<file path="src/rtl/lsu_mem_ctrl.sv">
// Load/store initiator between the MEM stage and a single-port data memory.
// Optional `LSU_TRACE_EN adds simulation-only store/load trace prints.
module lsu_mem_ctrl #(
  parameter int unsigned WAIT_CYCLES = 0
) (
  input  logic        clk,
  input  logic        rst_n,
  input  logic        req_valid,
  output logic        req_ready,
  input  logic        req_we,
  input  logic [2:0]  req_funct3,
  input  logic [31:0] req_addr,
  input  logic [31:0] req_wdata,
  output logic        resp_valid,
  input  logic        resp_ready,
  output logic [31:0] resp_rdata,
  output logic        resp_err,
  output logic        mem_valid,
  output logic        mem_wen,
  output logic [31:0] mem_raddr,
  output logic [31:0] mem_waddr,
  output logic [31:0] mem_wdata,
  output logic [7:0]  mem_wmask,
  input  logic [31:0] mem_rdata
);

  typedef enum logic [1:0] {IDLE, ACCESS, RESP} state_e;

  localparam logic [3:0] WAIT_LAST = WAIT_CYCLES[3:0];

  state_e      state_q, state_d;
  logic [3:0]  cnt_q, cnt_d;
  logic        we_q;
  logic [2:0]  funct3_q;
  logic [1:0]  lane_q;
  logic [31:0] addr_q;
  logic [31:0] wdata_q;
  logic [31:0] resp_rdata_q;
  logic        resp_err_q;

  logic        accept;
  logic        req_illegal;
  logic        last_access;
  logic [3:0]  lane_mask;
  logic [31:0] rd_shifted;
  logic [31:0] load_data;

  assign accept      = req_valid && (state_q == IDLE);
  assign last_access = (state_q == ACCESS) && (cnt_q == WAIT_LAST);

  always_comb begin
    req_illegal = 1'b0;
    if (req_we) begin
      if (req_funct3 > 3'd2) req_illegal = 1'b1;
    end else if (req_funct3 == 3'd3 || req_funct3 == 3'd6 || req_funct3 == 3'd7) begin
      req_illegal = 1'b1;
    end
    if (req_funct3[1:0] == 2'd1 && req_addr[0])          req_illegal = 1'b1;
    if (req_funct3[1:0] == 2'd2 && req_addr[1:0] != 2'd0) req_illegal = 1'b1;
  end

  always_comb begin
    case (funct3_q[1:0])
      2'd0:    lane_mask = 4'b0001 << lane_mask_sh(lane_q);
      2'd1:    lane_mask = 4'b0011 << lane_mask_sh(lane_q);
      default: lane_mask = 4'b1111;
    endcase
  end

  function automatic logic [1:0] lane_mask_sh(input logic [1:0] k);
    return k;
  endfunction

  // Loads pick their byte/half out of the word by shifting the addressed lane down to bit 0.
  assign rd_shifted = mem_rdata >> {lane_q, 3'b000};

  always_comb begin
    load_data = '0;
    if (!we_q) begin
      case (funct3_q)
        3'd0:    load_data = {{24{rd_shifted[7]}}, rd_shifted[7:0]};
        3'd1:    load_data = {{16{rd_shifted[15]}}, rd_shifted[15:0]};
        3'd4:    load_data = {24'h0, rd_shifted[7:0]};
        3'd5:    load_data = {16'h0, rd_shifted[15:0]};
        default: load_data = mem_rdata;
      endcase
    end
  end

  always_comb begin
    state_d = state_q;
    cnt_d   = cnt_q;
    case (state_q)
      IDLE: begin
        if (accept) begin
          state_d = req_illegal ? RESP : ACCESS;
          cnt_d   = '0;
        end
      end
      ACCESS: begin
        cnt_d = cnt_q + 4'd1;
        if (last_access) state_d = RESP;
      end
      RESP: begin
        if (resp_ready) state_d = IDLE;
      end
      default: state_d = IDLE;
    endcase
  end

  always_ff @(posedge clk or negedge rst_n) begin
    if (!rst_n) begin
      state_q <= IDLE;
      cnt_q   <= '0;
    end else begin
      state_q <= state_d;
      cnt_q   <= cnt_d;
    end
  end

  always_ff @(posedge clk or negedge rst_n) begin
    if (!rst_n) begin
      we_q         <= 1'b0;
      funct3_q     <= '0;
      lane_q       <= '0;
      addr_q       <= '0;
      wdata_q      <= '0;
      resp_rdata_q <= '0;
      resp_err_q   <= 1'b0;
    end else if (accept) begin
      we_q     <= req_we;
      funct3_q <= req_funct3;
      lane_q   <= req_addr[1:0];
      if (req_illegal) begin
        resp_err_q   <= 1'b1;
        resp_rdata_q <= '0;
      end else begin
        resp_err_q <= 1'b0;
        addr_q     <= {req_addr[31:2], 2'b00};
        wdata_q    <= req_wdata << {req_addr[1:0], 3'b000};
      end
    end else if (last_access) begin
      resp_rdata_q <= load_data;
    end
  end

  assign req_ready  = (state_q == IDLE);
  assign resp_valid = (state_q == RESP);
  assign resp_rdata = resp_rdata_q;
  assign resp_err   = resp_err_q;
  assign mem_valid  = (state_q == ACCESS);
  assign mem_wen    = last_access && we_q;
  assign mem_raddr  = addr_q;
  assign mem_waddr  = addr_q;
  assign mem_wdata  = wdata_q;
  assign mem_wmask  = {4'h0, (state_q == ACCESS) ? lane_mask : 4'h0};

`ifdef LSU_TRACE_EN
  always @(posedge clk) begin
    if (rst_n) begin
      if (mem_wen)
        $display("st addr=%h data=%h mask=%h", mem_waddr, mem_wdata, mem_wmask);
      else if (last_access)
        $display("ld addr=%h data=%h", mem_raddr, load_data);
    end
  end
`endif

endmodule

</file>
<file path="config.mk">
export PLATFORM = sky130hd
export DESIGN_NAME = lsu_mem_ctrl
export DESIGN_NICKNAME = d
export VERILOG_FILES = /design/src/rtl/lsu_mem_ctrl.sv
export SDC_FILE = /design/constraint.sdc
export NUM_CORES = 1
export LEC_CHECK = 0
export ABC_AREA = 1
export BUFFER_PORTS_ARGS = -buffer_cell sky130_fd_sc_hd__buf_2
export CAP_MARGIN = 20
export CORE_ASPECT_RATIO = 0.9
export CORE_UTILIZATION = 49
export DETAILED_ROUTE_END_ITERATION = 10
export PLACE_DENSITY = 0.88
export SLEW_MARGIN = 10
export SYNTH_ARGS = -nofsm -noshare
export SYNTH_HDL_FRONTEND = slang
export SYNTH_SLANG_ARGS = --single-unit
export TNS_END_PERCENT = 50
</file>
<file path="constraint.sdc">
create_clock -name clk -period 1.6 [get_ports clk]
set_input_delay 0.08 -clock clk [delete_from_list [all_inputs] [get_ports clk]]
set_output_delay 0.08 -clock clk [all_outputs]
set_load 0.05 [all_outputs]
</file>
==> implementation parameters, run 1 <==
Parameter                              Value

Outcome
  Run status    complete, but fails checks
  Violated checks    negative setup slack

Logic synthesis
  Synth Register Bits    between 100 and 150
  Adder and majority cell fraction of the synthesized area    0.00432
  Post-synthesis cell area    ~0.0058 mm^2
  Unique masters post-synth    31
  Xor/xnor cell area share of the yosys netlist    0.00302
  Yosys warns    0
  Largest family of logic cells by synthesized area    simple AND/OR/NAND/NOR gates
  Leading area contributor after synthesis    sky130_fd_sc_hd__dfrtp_1
  Average footprint of a synthesized cell    around 7.6 um^2
  Share of synthesized cell area in and, or, nand and nor gates    0.323
  Top post-synthesis cells by area    sky130_fd_sc_hd__dfrtp_1, sky130_fd_sc_hd__nand2_1, sky130_fd_sc_hd__nand3_1
  Sequential fraction of the synthesis area    0.462
  Compound-cell area share of the yosys netlist    0.0950
  Share of Yosys cell area claimed by the top area cell type    0.462
  Mux share of post-synthesis cell area    0
  Post-synthesis cell count    760

Detailed routing
  Detailed-route vias per instance    slightly above 5
  Detailed-router iteration count before antenna repair    5
  Iter 0 DRT Violations    464
  Number of nets still failing antenna checks after routing    0
  # DRC    0
  Total wire length    about 17 mm
  Vias post-DR    about 6,000
  Routed wire per std cell    14.5 um

Global routing
  Initial antenna violation count    0
  Wire length of the first global-routing pass    26.9 mm
  GRT Util Overall    0.281
  Pin count of the biggest net entering global routing    79
  Via count of the first global-routing pass    5,603
  Overflow after GRT    0

Setup path
  Path depth of the worst reg2reg path    11
  Worst R2R End    resp_rdata[13]
  Endpoint required time on the critical path    ~1900 ps
  Flop-to-flop setup slack    -30 ps
  Kind of launch point of the worst setup path    flip-flop
  Max FO, Critical Path    7
  Category of the most critical setup path    reg2reg
  Critical path arrival    ~1900 ps
  Reg-to-reg startpoint    cnt_q[0]
  Endpoint type of the worst setup path    flip-flop

Cells and area
  Footprint of the multi-input gates    0.00256 mm^2
  Final core area utilization    0.680
  Commonest non-fill, non-tap cells in the layout    sky130_fd_sc_hd__nand2_1, sky130_fd_sc_hd__buf_2, sky130_fd_sc_hd__dfrtp_1
  Antenna diodes    0
  Most frequent standard cell in the layout excluding fill and tap cells    sky130_fd_sc_hd__nand2_1
  Fraction of layout cells with a size suffix above 1    0.335
  Fillers    a little under 1,000
  Area growth syn-to-layout    34.8%
  Sequential cell area    between 0.002 and 0.003 mm^2
  Layout net count    roughly 1,100

Floorplanning
  Starting density of the core    0.505
  Std cell rows    37
  Overall die area    0.0123 mm^2
  Floorplan core area    around 0.011 mm^2
  I/O pin cnt    245
  Die X-Extent    between 100 and 150 um
  Y dimension of the die    105 um

Min path
  Cell count of the worst hold path    3
  Startpoint of the most critical hold path    req_funct3[0]
  Worst hold path class    in2reg
  Sink of the worst hold path    funct3_q[0]

Power and ir drop
  Power density of the placed cells    approximately 2200 mW/mm^2
  IR Drop Worst-Case VDD    around 0.0012 V
  Total design power    between 15 and 20 mW
  Static Leakage    about 4.4 nW

Placed design
  IO Port Bufs    236
  HPWL reported at the end of detailed placement    approximately 12 mm
  Worst slack at placement    approximately 50 ps
  RD Place Congestion    just under 0.9

CTS
  Clock tree from TritonCTS    built
  H-Tree Depth    3
  Number of clock buffers inserted by TritonCTS    9
  Clock Path Buffers    2
  Clock Root Buffer    sky130_fd_sc_hd__clkbuf_16
  Count of clock tree sinks    between 100 and 150
  Worst-skew pair later-pin latency    between 300 and 400 ps
  Clock transition at the register clock pins on the worst setup and hold paths after CTS    about 70 ps

Timing
  Max Fclk    slightly above 600 MHz
  Setup repair after global routing missed its margin    true
  Final setup violating endpoints    3
  Layout Skew    9.22 ps
  Final count of pins violating max slew    0
  Final period demand of the worst path    about 1600 ps
  Final hold violation count    0
  Crit share post-route    1.02
  Final worst slack    -26.1 ps

Flow run
  Max-cap viol count    0
## cell type report
type / instances / share of cell area
inverters: 33 / 0.0167
well taps: 156 / 0.0250
flip-flops and latches: 107 / 0.343
clock inverters: 4 / 0.00977
multi-input cells: 548 / 0.328
repair buffers: 304 / 0.248
clock buffers: 11 / 0.0298
## sequential cells by signal, summed over array words and instances, names as in the netlist
name and cells:
lane_q 2, mem_wdata 32, mem_raddr 30, we_q 1, cnt_q 4, state_q 2, funct3_q 3, resp_rdata 32
resp_err 1
## Yosys cell counts, drive strengths merged
cell and number:
nand3 82, nand4 2, a21oi 22, nor2 82, conb 1, clkbuf 9, nor3 17, o31ai 1
xor2 1, o22ai 2, o311ai 1, ha 2, dfrtp 107, buf 70, o21ai 74, inv 33
nand2 253, xnor2 1
## report_power, final
part	internal, mW	switching, mW	leakage (nW)
logic	2.52	7.94	2.83
clock network	1.37	0.975	0.146
registers	3.74	0.744	1.39
total	7.63	9.66	4.37
## cell families after synthesis
family                     after synthesis
and+or+nand+nor                        436
buffers and inverters                  112
DFF                                    107
AOI/OAI and AO/OA                      100
xor gates and xnor gates                 2
adders and majority gates                2
other                                    1
## metrics by stage
| stage | instances | instance area, um^2 | setup TNS (ps) | hold slack, ps |
|---|---|---|---|---|
| final | 1163 | 7810 | -43.9 | 14.8 |
| after detailed placement | 1108 | 7000 | 0 | 17.5 |
| after floorplan | 767 | 5830 | -157 | -216 |
| after CTS | 1161 | 7730 | -0.423 | 3.81 |
| after global placement | 1108 | 7000 | 0 | 13.0 |
| after global routing | 1163 | 7810 | -1610 | 32.7 |
## critical path, stage by stage (launching register included)
cell and delay [ps]:
sky130_fd_sc_hd__dfrtp_1 400, sky130_fd_sc_hd__inv_2 90, sky130_fd_sc_hd__ha_4 150, sky130_fd_sc_hd__nand3_4 80, sky130_fd_sc_hd__nor2_4 110, sky130_fd_sc_hd__inv_4 60
sky130_fd_sc_hd__buf_12 120, sky130_fd_sc_hd__nor2_8 110, sky130_fd_sc_hd__clkinvlp_4 170, sky130_fd_sc_hd__nor2_1 120, sky130_fd_sc_hd__nand2_1 70, sky130_fd_sc_hd__nand2_1 60
## metal layers
layer  share of wire  GRT usage  up-vias
met4           0.033      0.118        0
met5               0          0        -
met1            0.42      0.371     2785
met3           0.077     0.0650       49
met2            0.47      0.442      287
li1                -          -     2880
## worst max path at each step
stage / startpoint / to / slack (ps)
detailed placement: cnt_q[0] / resp_rdata[16] / 50
CTS: funct3_q[1] / mem_wmask[1] / -0.4
global placement: cnt_q[0] / resp_rdata[28] / 140
floorplan: lane_q[0] / mem_wmask[1] / -70
global route: cnt_q[0] / resp_rdata[12] / -130
finish: cnt_q[0] / resp_rdata[13] / -30
## timing repair
| action | in CTS | in global routing |
|---|---|---|
| gates resized for setup | 20 | 38 |
| endpoints found under the hold margin | 108 | 0 |
| setup endpoints to repair | 6 | 39 |
| buffers inserted | 5 | 2 |
| hold buffers | 33 | 0 |
| pin swaps | 0 | 5 |
| cloned | 0 | 0 |
Power figures use the tool's default switching activity.
==> run 2: changes to the inputs <==
--- a/config.mk
+++ b/config.mk
@@ -8,10 +8,12 @@
 export ABC_AREA = 1
 export BUFFER_PORTS_ARGS = -buffer_cell sky130_fd_sc_hd__buf_2
 export CAP_MARGIN = 20
+export CELL_PAD_IN_SITES_DETAIL_PLACEMENT = 2
+export CELL_PAD_IN_SITES_GLOBAL_PLACEMENT = 2
 export CORE_ASPECT_RATIO = 0.9
-export CORE_UTILIZATION = 49
+export CORE_UTILIZATION = 26
 export DETAILED_ROUTE_END_ITERATION = 10
-export PLACE_DENSITY = 0.88
+export PLACE_DENSITY = 0.87
 export SLEW_MARGIN = 10
 export SYNTH_ARGS = -nofsm -noshare
 export SYNTH_HDL_FRONTEND = slang
==> run 2 against run 1 <==
Combinational power grew 7%. Non-clock buffer count grew 14. Clock power shrank 8%. First-iteration DRC count shrank 34%. The flow still finishes with violations (negative setup slack). Cell area grew 4.8%. Critical path depth is the same. Largest cell class unchanged. Power grew 3.7%. Sequential power grew 1%. Via count grew 3.6%. Worst setup slack lost 64 ps.
==> implementation parameters, run 2 (same netlist as run 1, synthesis figures left out) <==
Parameter                              Value

Outcome
  Run status    complete, but fails checks
  Violated checks    negative setup slack

Detailed routing
  Detailed-router iteration count before antenna repair    4
  Total wire length    ~24 mm
  # DRC    0
  Iter 0 DRT Violations    roughly 300
  Number of nets still failing antenna checks after routing    0
  Vias post-DR    6,216
  Routed wire per std cell    roughly 19 um
  Detailed-route vias per instance    about 4.7

CTS
  Count of clock tree sinks    ~110
  Clock Root Buffer    sky130_fd_sc_hd__clkbuf_16
  Clock Path Buffers    2
  H-Tree Depth    3
  Clock transition at the register clock pins on the worst setup and hold paths after CTS    70 ps
  Number of clock buffers inserted by TritonCTS    9
  Worst-skew pair later-pin latency    350 ps
  Clock tree from TritonCTS    built

Timing
  Final period demand of the worst path    roughly 1700 ps
  Final count of pins violating max slew    0
  Layout Skew    around 7.9 ps
  Max Fclk    592 MHz
  Crit share post-route    1.06
  Final worst slack    -90.0 ps
  Final hold violation count    0
  Setup repair after global routing missed its margin    true
  Final setup violating endpoints    25

Power and ir drop
  Static Leakage    approximately 4.5 nW
  Part of the total power dissipated in combinational logic    0.627
  Internal power    ~7.6 mW
  IR Drop Worst-Case VDD    roughly 0.00079 V
  Switching power of the nets    roughly 10 mW
  Fraction of power consumed by the clock network    0.120
  Sw Ratio    0.576
  Sequential share of power    0.253
  Power density of the placed cells    2190 mW/mm^2

Setup path
  Critical path arrival    a little under 2000 ps
  Endpoint required time on the critical path    between 1500 and 2000 ps
  Stage delay of the slowest cell on the critical path    400 ps
  Crit. path cell count    11
  Kind of launch point of the worst setup path    flip-flop
  Top cell family by delay on the critical path    buffers and inverters
  Path depth of the worst reg2reg path    11
  Max FO, Critical Path    9
  Crit-path cells    inv_2 > ha_4 > nand3_4 > nor2_4 > inv_4 > buf_6 > nor2_8 > buf_4 > clkbuf_16 > o21ai_1 > o21ai_2
  Cell type of the slowest stage on the worst timing path    sky130_fd_sc_hd__dfrtp_1
  Flop-to-flop setup slack    -90 ps
  Category of the most critical setup path    reg2reg
  Endpoint type of the worst setup path    flip-flop
  Crit path buffers/inverters    5

Floorplanning
  Starting density of the core    0.266
  Floorplan core area    ~0.022 mm^2
  I/O pin cnt    245
  Y dimension of the die    around 140 um
  Die X-Extent    ~160 um
  Std cell rows    ~50
  Overall die area    0.0229 mm^2

Placed design
  HPWL reported at the end of detailed placement    between 15 and 20 mm
  RD Place Congestion    between 0.8 and 0.9
  IO Port Bufs    between 200 and 250
  Instance count after placement with tap cells included    about 1,200
  Worst slack at placement    -27.7 ps

Cells and area
  Post-Layout Cell Count    approximately 1,300
  Final core area utilization    0.376
  Fraction of layout cells with a size suffix above 1    0.356
  Most frequent standard cell in the layout excluding fill and tap cells    sky130_fd_sc_hd__nand2_1
  Commonest non-fill, non-tap cells in the layout    sky130_fd_sc_hd__nand2_1, sky130_fd_sc_hd__buf_2, sky130_fd_sc_hd__dfrtp_1
  Area growth syn-to-layout    41.2%
  Layout net count    1,123

Global routing
  Global-route track usage on met1    0.256
  Overflow after GRT    0
  Pin count of the biggest net entering global routing    36
  Wire length of the first global-routing pass    roughly 38 mm
  Met3 Track Usage GR    0.0525
  GRT Util Overall    0.210
  Initial antenna violation count    5
  GR Layer Usage met2    0.367
  Via count of the first global-routing pass    between 6,000 and 7,000
  Busiest metal layer after global routing    met2

Flow run
  Max-cap viol count    0

Min path
  Worst hold path class    in2reg
  Cell count of the worst hold path    3
## run 2: changes by cell type in the layout (fill, tap and decap cells not counted), sizes merged
cell	before	now
clkinvlp	2	4
dlygate4sd3	33	31
buf	271	284
diode	0	3
bufinv	2	0
clkbuf	11	14
## run 2: final timing paths
check,end,startpoint
worst min register to register,mem_wdata[5],mem_wdata[5]
worst max register to register,resp_rdata[24],cnt_q[0]
min in group asynchronous,mem_wdata[9],rst_n
worst min-delay path,we_q,req_we
worst max-delay path,resp_rdata[24],cnt_q[0]
max in group asynchronous,resp_rdata[30],rst_n
## run 2: cell type report
type	instances	area, um^2
diodes	3	7.51
well taps	291	364
clock buffers	11	243
flip-flops and latches	107	2680
repair buffers	318	2120
fillers	2555	13600
multi-input cells	548	2600
clock inverters	4	27.5
inverters	33	138
## run 2: what timing repair did
action                                 CTS  global route
pin swaps                                7            15
endpoints found under the hold margin   54             0
gates cloned                             1             3
hold buffers                            31             0
setup endpoints to repair               18            56
gates resized for setup                 45            30
buffers inserted                        10             8
## run 2: power groups by stage
stage / registers [mW] / logic (mW) / clock network, mW
after floorplan: 7.68 / 4.81 / 0
after global placement: 4.49 / 10.1 / 0
after detailed placement: 4.57 / 10.4 / 0
after CTS: 4.52 / 10.9 / 2.25
after global routing: 4.69 / 11.9 / 2.32
final: 4.54 / 11.2 / 2.15
## run 2: worst min-delay path, cell delays in order
cell and delay, ps:
sky130_fd_sc_hd__buf_2 100, sky130_fd_sc_hd__inv_1 80, sky130_fd_sc_hd__a21oi_1 90
## run 2: per-layer routing
layer  wire length, um  vias up
li1                  -     2905
met1             10300     3104
met2             12200      175
met3              1380       30
met4               490        2
met5                13        -
## run 2: metrics by stage
stage	cell area, um^2	hold slack (ps)	total power [mW]	setup TNS, ps
floorplan	5830	-216	12.5	-157
global placement	7200	53.4	14.6	0
detailed placement	7200	55.8	15.0	-104
CTS	7960	16.3	17.6	-219
global route	8180	43.1	18.9	-3760
finish	8180	31.0	17.9	-1390
